==> config.mk <==
export PLATFORM = sky130hd
export DESIGN_NAME = h14tx_di_packer
export DESIGN_NICKNAME = d
export VERILOG_FILES = /design/src/rtl/h14tx_pkg.sv /design/src/rtl/h14tx_bch_ecc.sv /design/src/rtl/h14tx_di_packer.sv
export SDC_FILE = /design/constraint.sdc
export NUM_CORES = 1
export LEC_CHECK = 0
export ABC_AREA = 1
export BUFFER_PORTS_ARGS = -buffer_cell sky130_fd_sc_hd__buf_2
export CORE_ASPECT_RATIO = 1.25
export CORE_UTILIZATION = 55
export CTS_CLUSTER_SIZE = 16
export DETAILED_ROUTE_END_ITERATION = 16
export PLACE_DENSITY_LB_ADDON = 0.25
export SYNTH_ARGS = -nofsm -noshare
export SYNTH_HDL_FRONTEND = slang
export SYNTH_HIERARCHICAL = 1
export SYNTH_SLANG_ARGS = --single-unit
==> constraint.sdc <==
create_clock -name clk -period 4.73 [get_ports clk]
set_clock_uncertainty 0.15 [all_clocks]
set_input_delay 0 -clock clk [delete_from_list [all_inputs] [get_ports clk]]
set_output_delay 0 -clock clk [all_outputs]
set_load 0.02 [all_outputs]
==> src/rtl/h14tx_pkg.sv <==
`default_nettype none
// ============================================================================
// Module : h14tx_pkg
// Brief  : Shared types and constants for the HDMI 1.4 TX data-island path:
//          period encoding, packet geometry, BCH polynomial and step helper.
// Rev    : 1.0  initial release
// ============================================================================
package h14tx_pkg;

    // Period classification produced by the data-period timing decoder
    typedef enum logic [2:0] {
        Control            = 3'd0,
        VideoPreamble      = 3'd1,
        VideoGuard         = 3'd2,
        VideoActive        = 3'd3,
        DataIslandPreamble = 3'd4,
        DataIslandGuard    = 3'd5,
        DataIslandActive   = 3'd6
    } period_t;

    localparam int         PacketClocks  = 32;
    localparam int         HeaderBits    = 24;
    localparam int         SubpacketBits = 56;
    localparam int         Subpackets    = 4;
    localparam logic [7:0] BchPoly       = 8'h83;

    typedef struct packed {
        logic [HeaderBits-1:0]              header;
        logic [Subpackets*SubpacketBits-1:0] body;
    } di_packet_t;

    // One serial BCH step: feedback is the input bit xor the register LSB
    function automatic logic [7:0] bch_step(input logic [7:0] ecc, input logic bit_in);
        logic fb;
        fb = bit_in ^ ecc[0];
        return (ecc >> 1) ^ (fb ? BchPoly : 8'h00);
    endfunction

endpackage
`default_nettype wire

==> src/rtl/h14tx_bch_ecc.sv <==
`default_nettype none
// ============================================================================
// Module : h14tx_bch_ecc
// Brief  : Serial BCH ECC accumulator, BITS input bits per clock (bit 0 first).
//          clear restarts the accumulation from zero in the same cycle.
// Rev    : 1.0  initial release
// ============================================================================
module h14tx_bch_ecc
    import h14tx_pkg::*;
#(
    parameter int BITS = 1
) (
    input  logic            clk,
    input  logic            rst_n,
    input  logic            clear,
    input  logic            enable,
    input  logic [BITS-1:0] din,
    output logic [7:0]      ecc
);

    logic [7:0] w_next;

    // Fold the incoming bits into the register, starting from zero on clear
    always_comb begin
        w_next = clear ? 8'h00 : ecc;
        for (int i = 0; i < BITS; i++) begin
            w_next = bch_step(w_next, din[i]);
        end
    end

    // ECC register: accumulates while enabled, then holds for transmission
    always_ff @(posedge clk or negedge rst_n) begin
        if (!rst_n) begin
            ecc <= 8'h00;
        end else if (enable) begin
            ecc <= w_next;
        end else if (clear) begin
            ecc <= 8'h00;
        end
    end

endmodule
`default_nettype wire

==> src/rtl/h14tx_di_packer.sv <==
`default_nettype none
// ============================================================================
// Module : h14tx_di_packer
// Brief  : Buffers one data-island packet and serialises it into per-clock
//          TERC4 source nibbles for channels 0..2 during each 32-clock slot,
//          appending serially computed BCH ECC.
// Rev    : 1.0  initial release
// ============================================================================
module h14tx_di_packer
    import h14tx_pkg::*;
(
    input  logic                                clk,
    input  logic                                rst_n,
    input  period_t                             timings,
    input  logic                                hsync,
    input  logic                                vsync,
    input  logic                                pkt_valid,
    output logic                                pkt_ready,
    input  logic [HeaderBits-1:0]               pkt_header,
    input  logic [Subpackets*SubpacketBits-1:0] pkt_body,
    output period_t                             timings_o,
    output logic [3:0]                          di_ch0,
    output logic [3:0]                          di_ch1,
    output logic [3:0]                          di_ch2,
    output logic                                di_abort
);

    localparam logic [4:0] HDR_CLOCKS  = 5'(HeaderBits);
    localparam logic [4:0] BODY_CLOCKS = 5'(SubpacketBits / 2);

    typedef enum logic [0:0] {
        IDLE = 1'b0,
        SEND = 1'b1
    } state_t;

    state_t                                r_state, w_state_next;
    logic [4:0]                            r_cnt, w_cnt_next;
    logic                                  w_active, w_slot_load, w_abort_next, w_accept;
    logic                                  r_ready_en, r_full;
    di_packet_t                            r_buf, w_src;
    logic [HeaderBits-1:0]                 r_hdr_sh, w_hdr_cur;
    logic [Subpackets-1:0][SubpacketBits-1:0] r_sub_sh, w_sub_cur;
    logic [7:0]                            w_hdr_ecc;
    logic [Subpackets-1:0][7:0]            w_sub_ecc;
    logic                                  w_hdr_en, w_sub_en, w_hdr_out;
    logic [3:0]                            w_ch1, w_ch2;

    assign w_active    = (timings == DataIslandActive);
    // r_cnt is the slot clock index of the current cycle (0 in IDLE)
    assign w_slot_load = w_active && (r_cnt == 5'd0);
    // The buffer frees up in the very cycle its packet moves to the shifters
    assign pkt_ready   = r_ready_en && (!r_full || w_slot_load);
    assign w_accept    = pkt_valid && pkt_ready;
    assign w_src       = r_full ? r_buf : '0;
    assign w_hdr_cur   = w_slot_load ? w_src.header : r_hdr_sh;
    assign w_hdr_en    = w_active && (r_cnt < HDR_CLOCKS);
    assign w_sub_en    = w_active && (r_cnt < BODY_CLOCKS);

    h14tx_bch_ecc #(.BITS(1)) u_hdr_ecc (
        .clk    (clk),
        .rst_n  (rst_n),
        .clear  (w_slot_load),
        .enable (w_hdr_en),
        .din    (w_hdr_cur[0]),
        .ecc    (w_hdr_ecc)
    );

    generate
        for (genvar k = 0; k < Subpackets; k++) begin : g_sub
            assign w_sub_cur[k] = w_slot_load ? w_src.body[k*SubpacketBits +: SubpacketBits]
                                              : r_sub_sh[k];
            h14tx_bch_ecc #(.BITS(2)) u_sub_ecc (
                .clk    (clk),
                .rst_n  (rst_n),
                .clear  (w_slot_load),
                .enable (w_sub_en),
                .din    (w_sub_cur[k][1:0]),
                .ecc    (w_sub_ecc[k])
            );
        end
    endgenerate

    // Slot sequencing: leaving Active before the last slot clock is an abort
    always_comb begin
        w_state_next = r_state;
        w_cnt_next   = r_cnt;
        w_abort_next = 1'b0;
        case (r_state)
            IDLE: begin
                if (w_active) begin
                    w_state_next = SEND;
                    w_cnt_next   = 5'd1;
                end
            end
            SEND: begin
                if (w_active) begin
                    w_cnt_next = r_cnt + 5'd1;
                end else begin
                    w_state_next = IDLE;
                    w_cnt_next   = 5'd0;
                    w_abort_next = (r_cnt != 5'd0);
                end
            end
            default: begin
                w_state_next = IDLE;
                w_cnt_next   = 5'd0;
            end
        endcase
    end

    // State and slot counter registers
    always_ff @(posedge clk or negedge rst_n) begin
        if (!rst_n) begin
            r_state <= IDLE;
            r_cnt   <= 5'd0;
        end else begin
            r_state <= w_state_next;
            r_cnt   <= w_cnt_next;
        end
    end

    // Single-entry holding buffer; an accept in a load cycle refills it
    always_ff @(posedge clk or negedge rst_n) begin
        if (!rst_n) begin
            r_ready_en <= 1'b0;
            r_full     <= 1'b0;
            r_buf      <= '0;
        end else begin
            r_ready_en <= 1'b1;
            if (w_slot_load) begin
                r_full <= 1'b0;
            end
            if (w_accept) begin
                r_full       <= 1'b1;
                r_buf.header <= pkt_header;
                r_buf.body   <= pkt_body;
            end
        end
    end

    // Payload shifters: header one bit per clock, subpackets two bits per clock
    always_ff @(posedge clk or negedge rst_n) begin
        if (!rst_n) begin
            r_hdr_sh <= '0;
            r_sub_sh <= '0;
        end else if (w_active) begin
            r_hdr_sh <= w_hdr_cur >> 1;
            for (int k = 0; k < Subpackets; k++) begin
                r_sub_sh[k] <= w_sub_cur[k] >> 2;
            end
        end
    end

    // Select payload or ECC bits for the current slot clock (ECC sent LSB first)
    always_comb begin
        w_ch1     = '0;
        w_ch2     = '0;
        w_hdr_out = (r_cnt < HDR_CLOCKS) ? w_hdr_cur[0] : w_hdr_ecc[r_cnt[2:0]];
        for (int k = 0; k < Subpackets; k++) begin
            w_ch1[k] = (r_cnt < BODY_CLOCKS) ? w_sub_cur[k][0]
                                             : w_sub_ecc[k][{r_cnt[1:0], 1'b0}];
            w_ch2[k] = (r_cnt < BODY_CLOCKS) ? w_sub_cur[k][1]
                                             : w_sub_ecc[k][{r_cnt[1:0], 1'b1}];
        end
    end

    // Output registers, one cycle behind the timing input
    always_ff @(posedge clk or negedge rst_n) begin
        if (!rst_n) begin
            timings_o <= Control;
            di_ch0    <= 4'h0;
            di_ch1    <= 4'h0;
            di_ch2    <= 4'h0;
            di_abort  <= 1'b0;
        end else begin
            timings_o <= timings;
            di_abort  <= w_abort_next;
            if (w_active) begin
                di_ch0 <= {(r_cnt != 5'd0), w_hdr_out, vsync, hsync};
                di_ch1 <= w_ch1;
                di_ch2 <= w_ch2;
            end else begin
                di_ch0 <= {2'b10, vsync, hsync};
                di_ch1 <= 4'h0;
                di_ch2 <= 4'h0;
            end
        end
    end

endmodule
`default_nettype wire
# Yosys cells after proc, flatten, opt, wreduce, memory -nomap -nowiden
# Index checks and enable logic that the tools add are counted.
# W data, S select, Z words.
# totals
register_bits	551
in_bits	256
output_inout_bits	17
elab_cells	121
# op_classes
add_sub_neg	1
magnitude_cmp	5
n_eq_ne	2
muxes	63
bitwise_logic	19
reduce_logical	10
# op_table
op	n
$mux W248	1
$mux W56	4
$mux W8	19
$xor A7 B8 Y8	9
$mux W24	1
$mux W1	23
$bmux W1 S2	8
$lt A3 B4 Y1 const B	3
$mux W4	3
$lt A5 B5 Y1 const B	2
$mux W5	2
$pmux W5 S2	1
$xor A1 B1 Y1	9
$add A5 B1 Y5 const B	1
$logic_and A1 B1 Y1	5
$logic_not A5 Y1	1
$reduce_bool A5 Y1	1
$bmux W1 S3	1
$eq A3 B3 Y1 const B	1
$ne A2 B2 Y1 const B	1
$reduce_bool A2 Y1	1
$logic_not A1 Y1	1
$logic_or A1 B1 Y1	1
$not A1 Y1	1

# Depth between registers and ports, before layout
# depth
word_depth	10
depth_mapped	16

# Cells and area by module
# Netlist, hierarchy kept.
# modules_own_cells
module	instances	cells_each	area_per_inst_um2
h14tx_di_packer	1	2998	23636.4
h14tx_bch_ecc (g_sub[0].u_sub_ecc ...)	4	55	445.4
h14tx_bch_ecc (u_hdr_ecc)	1	44	381.6

# Worst setup path after synthesis
# No wires, ideal clock.
# synth_timing
path_kind	register to register
startpoint	reg r_cnt[0]
endpoint	reg g_sub[0].u_sub_ecc.ecc[1]
setup_time_ns	0.117
t_arrival_ns	2.231
t_required_ns	4.463
path_slack_ns	2.232
stages_incl_launch_ff	15
path_buffers	3
synth_period_minus_slack_ns	2.498
cell_sequence	dfrtp_1 > inv_1 > clkbuf_1 > ha_1 > nand2_1 > nor2_2 > nand2_2 > buf_2 > inv_1 > inv_4 > buf_6 > nand3_1 > o21ai_0 > nand2_1 > nand2_1
# synth_between
elab_chain_cells	10
elab_cells_between_ends	13
classes_between	order compare (1); mux (5); bitwise (4); reduce/logical (3)
# synth_lines
element	line	rtl
start, declared	h14tx_di_packer.sv:37	logic [4:0] r_cnt, w_cnt_next;
start signal, assigned	h14tx_di_packer.sv:118	r_cnt <= w_cnt_next;
$logic_not A5 Y1 (*)	h14tx_di_packer.sv:50	assign w_slot_load = w_active && (r_cnt == 5'd0);
$logic_and A1 B1 Y1 (*)	h14tx_di_packer.sv:50	
via w_slot_load	h14tx_di_packer.sv:38	logic w_active, w_slot_load, w_abort_next, w_accept;
$mux W56 or $mux W8 (tied branches)	-	
$xor A1 B1 Y1	h14tx_pkg.sv:35	fb = bit_in ^ ecc[0];
$mux W8	h14tx_pkg.sv:36	return (ecc >> 1) ^ (fb ? BchPoly : 8'h00);
$xor A7 B8 Y8	h14tx_pkg.sv:36	
$xor A1 B1 Y1	h14tx_pkg.sv:35	
$mux W8	h14tx_pkg.sv:36	
$xor A7 B8 Y8	h14tx_pkg.sv:36	
$mux W8 (*)	h14tx_bch_ecc.sv:35	end else if (enable) begin
end signal, assigned	h14tx_bch_ecc.sv:36	ecc <= w_next;
end, declared	h14tx_bch_ecc.sv:18	output logic [7:0] ecc
# Mark *: on every way through the listed nets, which the timed path passes. The rest lies on a longest branch.
# A chain may end at the register's enable or synchronous reset.

# Worst setup path after layout
# layout_timing
startpoint	reg r_cnt[1]
endpoint	reg r_buf[195] (netlist name)
# layout_between
elab_chain_cells	5
# layout_lines
element	line	rtl
$logic_not A5 Y1	h14tx_di_packer.sv:50	
$logic_and A1 B1 Y1	h14tx_di_packer.sv:50	
$logic_or A1 B1 Y1	h14tx_di_packer.sv:52	assign pkt_ready = r_ready_en && (!r_full || w_slot_load);
$logic_and A1 B1 Y1	h14tx_di_packer.sv:52	
$logic_and A1 B1 Y1	h14tx_di_packer.sv:53	assign w_accept = pkt_valid && pkt_ready;
end, declared	h14tx_di_packer.sv:40	di_packet_t r_buf, w_src;
# No other way between the ends.

==> run summary <==
The cell area that synthesis handed to floorplanning was 25800 um^2. After detailed routing, the number of remaining DRC violations is 0. Entering global routing, the biggest net connects 216 pins. The total negative slack for setup checks came out at 0 ns. From left edge to right edge, the die measures 196 um. Setup repair after global routing left no endpoint under its margin. The run gives 0 as the max-slew violation total from the final report. The maximum vdd drop is 0.312 mV.

The final routed wire length divided by cell count came out at 16.2 um. In the final routing, the length of wire on met1 measures 29.1 mm. For this run, the top clock speed supported by timing is 279 MHz. Yosys instantiated no cell more often than nand2_1. The number of antenna violations at the first check in global routing came out at 4. The logs give 23.3% for the worst max-slew margin expressed relative to the limit and 15.9 nW for the leakage power summed over all cells. The number of nets in the synthesized netlist is 3520. In the routed layout, each cell is associated on average with a via count of 5.54.

The critical path goes through inv_1, ha_1, nand2_1, nor2_2, nand2_2, nand2_8, nand3_4, buf_12, nand2_1, nand2_1. The die covers 47800 um^2. At the worst endpoint, the arrival time is 3.95 ns. Kind of end point of the critical path: a register. The tools report the count of cells resized by post-cts repair as 0.

Clock tree synthesis selected as its root buffer the cell clkbuf_16. By startpoint and endpoint, the worst setup path is classified as register to register. The global-route wire length before repair was 114 mm; the sum of overflow across all layers after global routing was 0.

The instance area at placement was 27200 um^2; the smallest hold slack was 0.0240 ns. The largest incremental delay on the critical path came out at 0.65 ns. The run gives 551 as the total number of clock tree sinks.

The run gives 3882 as the number of nets in the final layout. The routed layout has 23.5k vias. dfrtp_1 takes more of the synthesized area than any other cell.

After synthesis, the cell types taking the most area are dfrtp_1 53%, nand2_1 19%, nand4_1 6.2%. Setup violations remaining at the end of the flow were counted as 0. Dividing total power by cell area gives a power density of 546 nW/um^2.

The run gives 55.8% as the initial standard-cell utilization of the core. TritonCTS built the clock tree. The initial detailed-routing violation count is 1890.

The detailed router used layers up to and including met5. The portion of the post-synthesis area used by sequential elements came out at 53.4%. Dominant delay contributor by cell family on the critical path: simple AND/OR/NAND/NOR gates. Along the worst path, the maximum fanout reaches 127.

The most used flip-flop cell after synthesis is dfrtp_1. Global routing consumed, over all layers together, 29.2% of the routing resources. During placement, the flow inserted port buffers numbering 272. After floorplanning, the core was sized to cover 46200 um^2. Summing all non-filler instances in the final layout gives an area of 31600 um^2. The fraction of layout instances using a drive strength above 1 was 11.9%; the worst-skew pair later-pin latency was 0.60 ns. The type of the worst min-delay path was primary input to register.

Once detail routing completed, the nets flagged for antenna violations numbered 0. The run gives 2 as the maximum level of the CTS H-tree. Counting flops and latches in the post-synthesis netlist gives 551.

The post-synthesis cell count was 3262; the transition time at the pin with the least slew margin was 1.15 ns. The final count of hold timing violations is 0. In this run, CTS created clock tree buffers numbering 54. After detailed routing, the met2 layer carries 32.9 mm of wire.

Count of flip-flops with a built-in enable after synthesis: 0. The slowest stage cell on the critical path is dfrtp_1. Once detailed placement completed, the half-perimeter wirelength came to 38.0 mm.

Once the clock tree was built, the setup fixing pass inserted 0 buffers. The worst setup path is launched from a register. The number of buffers and inverters on the critical path is 2. The logs give 4.08 mm for the detailed route wirelength on metal3 and 0 for the max capacitance violation total. In the synthesized netlist, the cells that appear most often are 1321 x nand2_1, 551 x dfrtp_1, 254 x nand4_1.

The tools report the row count as 88. For the finished layout, the period the worst path requires is 3.58 ns. After synthesis, the share of flip-flops with an asynchronous set or reset is 100%.

For this design the top-level I/O count stands at 273. The wire length reported by the detailed router was 68.9 mm; the number of warnings printed during yosys synthesis was 6. The run finished with clean final reports. The number of global-route vias before repair is 23.1k, and the post-synthesis area per instance is 7.91 um^2. The pre-antenna-repair detailed-routing pass consisted of 5 iterations. From synthesis to final layout, the design area changed by 22.5%. By instance count, the cell type seen most on the critical path is nand2_1. Hold repair after CTS inserted 259 buffers. The count of distinct cell types in the synthesized netlist is 29. The die is 244 um tall.

The CTS clock-pin slew for the worst setup and hold paths works out to 0.07 ns. The logs give 0.852 for the placer congestion estimate and 3 for the buffer levels on the longest clock path. The worst endpoint required time is 5.10 ns, and the area share of the largest cell type after synthesis is 53.4%. The share of the clock period used by the worst path after layout was 75.7%.
path summary, 6_finish.rpt:
kind                       slack [ns]  depth (start not counted)              startpoint                        end
setup / recovery                 1.15                         10    r_cnt[1]$_DFFE_PN0P_     r_buf[195]$_DFFE_PN0P_
hold / removal                   0.02                          3               pkt_valid      r_buf[14]$_DFFE_PN0P_
setup reg to reg                 1.15                         10    r_cnt[1]$_DFFE_PN0P_     r_buf[195]$_DFFE_PN0P_
hold reg to reg                  0.32                          2  r_buf[142]$_DFFE_PN0P_     r_buf[142]$_DFFE_PN0P_
max in group asynchronous        3.16                          4                   rst_n         r_full$_DFFE_PN0P_
min in group asynchronous        0.49                          4                   rst_n  r_sub_sh[144]$_DFFE_PN0P_
placed cells by master (no fill, tap or decap), types with 55 or more instances in the layout:
master and instances:
clkbuf_16 55, inv_1 211, buf_2 270, dlygate4sd3_1 258
o22ai_1 182, nand2_1 1321, dfrtp_1 549, nor2_1 190
nand4_1 254, nand3_1 193
worst reg2reg max path: stages (launching register included):
cell and delay [ns]:
dfrtp_1 0.65, inv_1 0.37, ha_1 0.34, nand2_1 0.09, nor2_2 0.05, nand2_2 0.32
nand2_8 0.41, nand3_4 0.24, buf_12 0.45, nand2_1 0.30, nand2_1 0.13
cell families (layout without fill, tap and decap cells):
group / count (synthesis) / in the layout / synth area share, %
AO/OA/AOI/OAI: 224 / 224 / 5.24
other: 1 / 4 / 0.0145
buffers and inverters: 473 / 877 / 7.78
AND/OR/NAND/NOR: 2009 / 2009 / 33.4
adder cells (fa/ha/maj): 2 / 2 / 0.0970
flip-flops: 551 / 551 / 53.4
XOR/XNOR: 2 / 2 / 0.0679
state kept, by name (all words and copies together) (netlist names):
name                 flops
r_full                   1
r_cnt                    5
di_ch1                   4
u_hdr_ecc/ecc            8
di_ch2                   4
r_hdr_sh                23
di_abort                 1
di_ch0                   4
r_buf                  248
r_state                  1
g_sub.u_sub_ecc/ecc     32
r_ready_en               1
timings_o                3
r_sub_sh               216
power breakdown:
group	internal (mW)	switching (mW)	total (mW)
logic	1.93	3.03	4.96
registers	6.66	1.29	7.95
clock network	2.54	1.82	4.36
routing by layer:
metal	vias to the layer above	global-route usage [%]
li1	11310	-
met1	11216	38.6
met2	814	47.9
met3	205	4.29
met4	2	13.2
met5	-	0
metrics by stage:
step | instances | setup slack, ns | utilization, % | power (mW)
floorplan | 3262 | 2.23 | - | 11.4
global placement | 3894 | 1.42 | 58.8 | 12.4
detailed placement | 3894 | 1.33 | 58.8 | 12.7
CTS | 4251 | 1.31 | 68.3 | 17.3
global route | 4253 | 0.946 | 68.3 | 18.5
finish | 4254 | 1.15 | 68.3 | 17.3
cell type report:
type	instances	area, um^2
clock inverters	18	200
repair buffers	561	4420
multi-input cells	2238	10000
inverters	218	828
diodes	3	7.51
clock buffers	80	1590
flip-flops and latches	551	13800
fillers	3597	14600
well taps	585	732
Note: power is estimated with default switching activity, not from simulation.
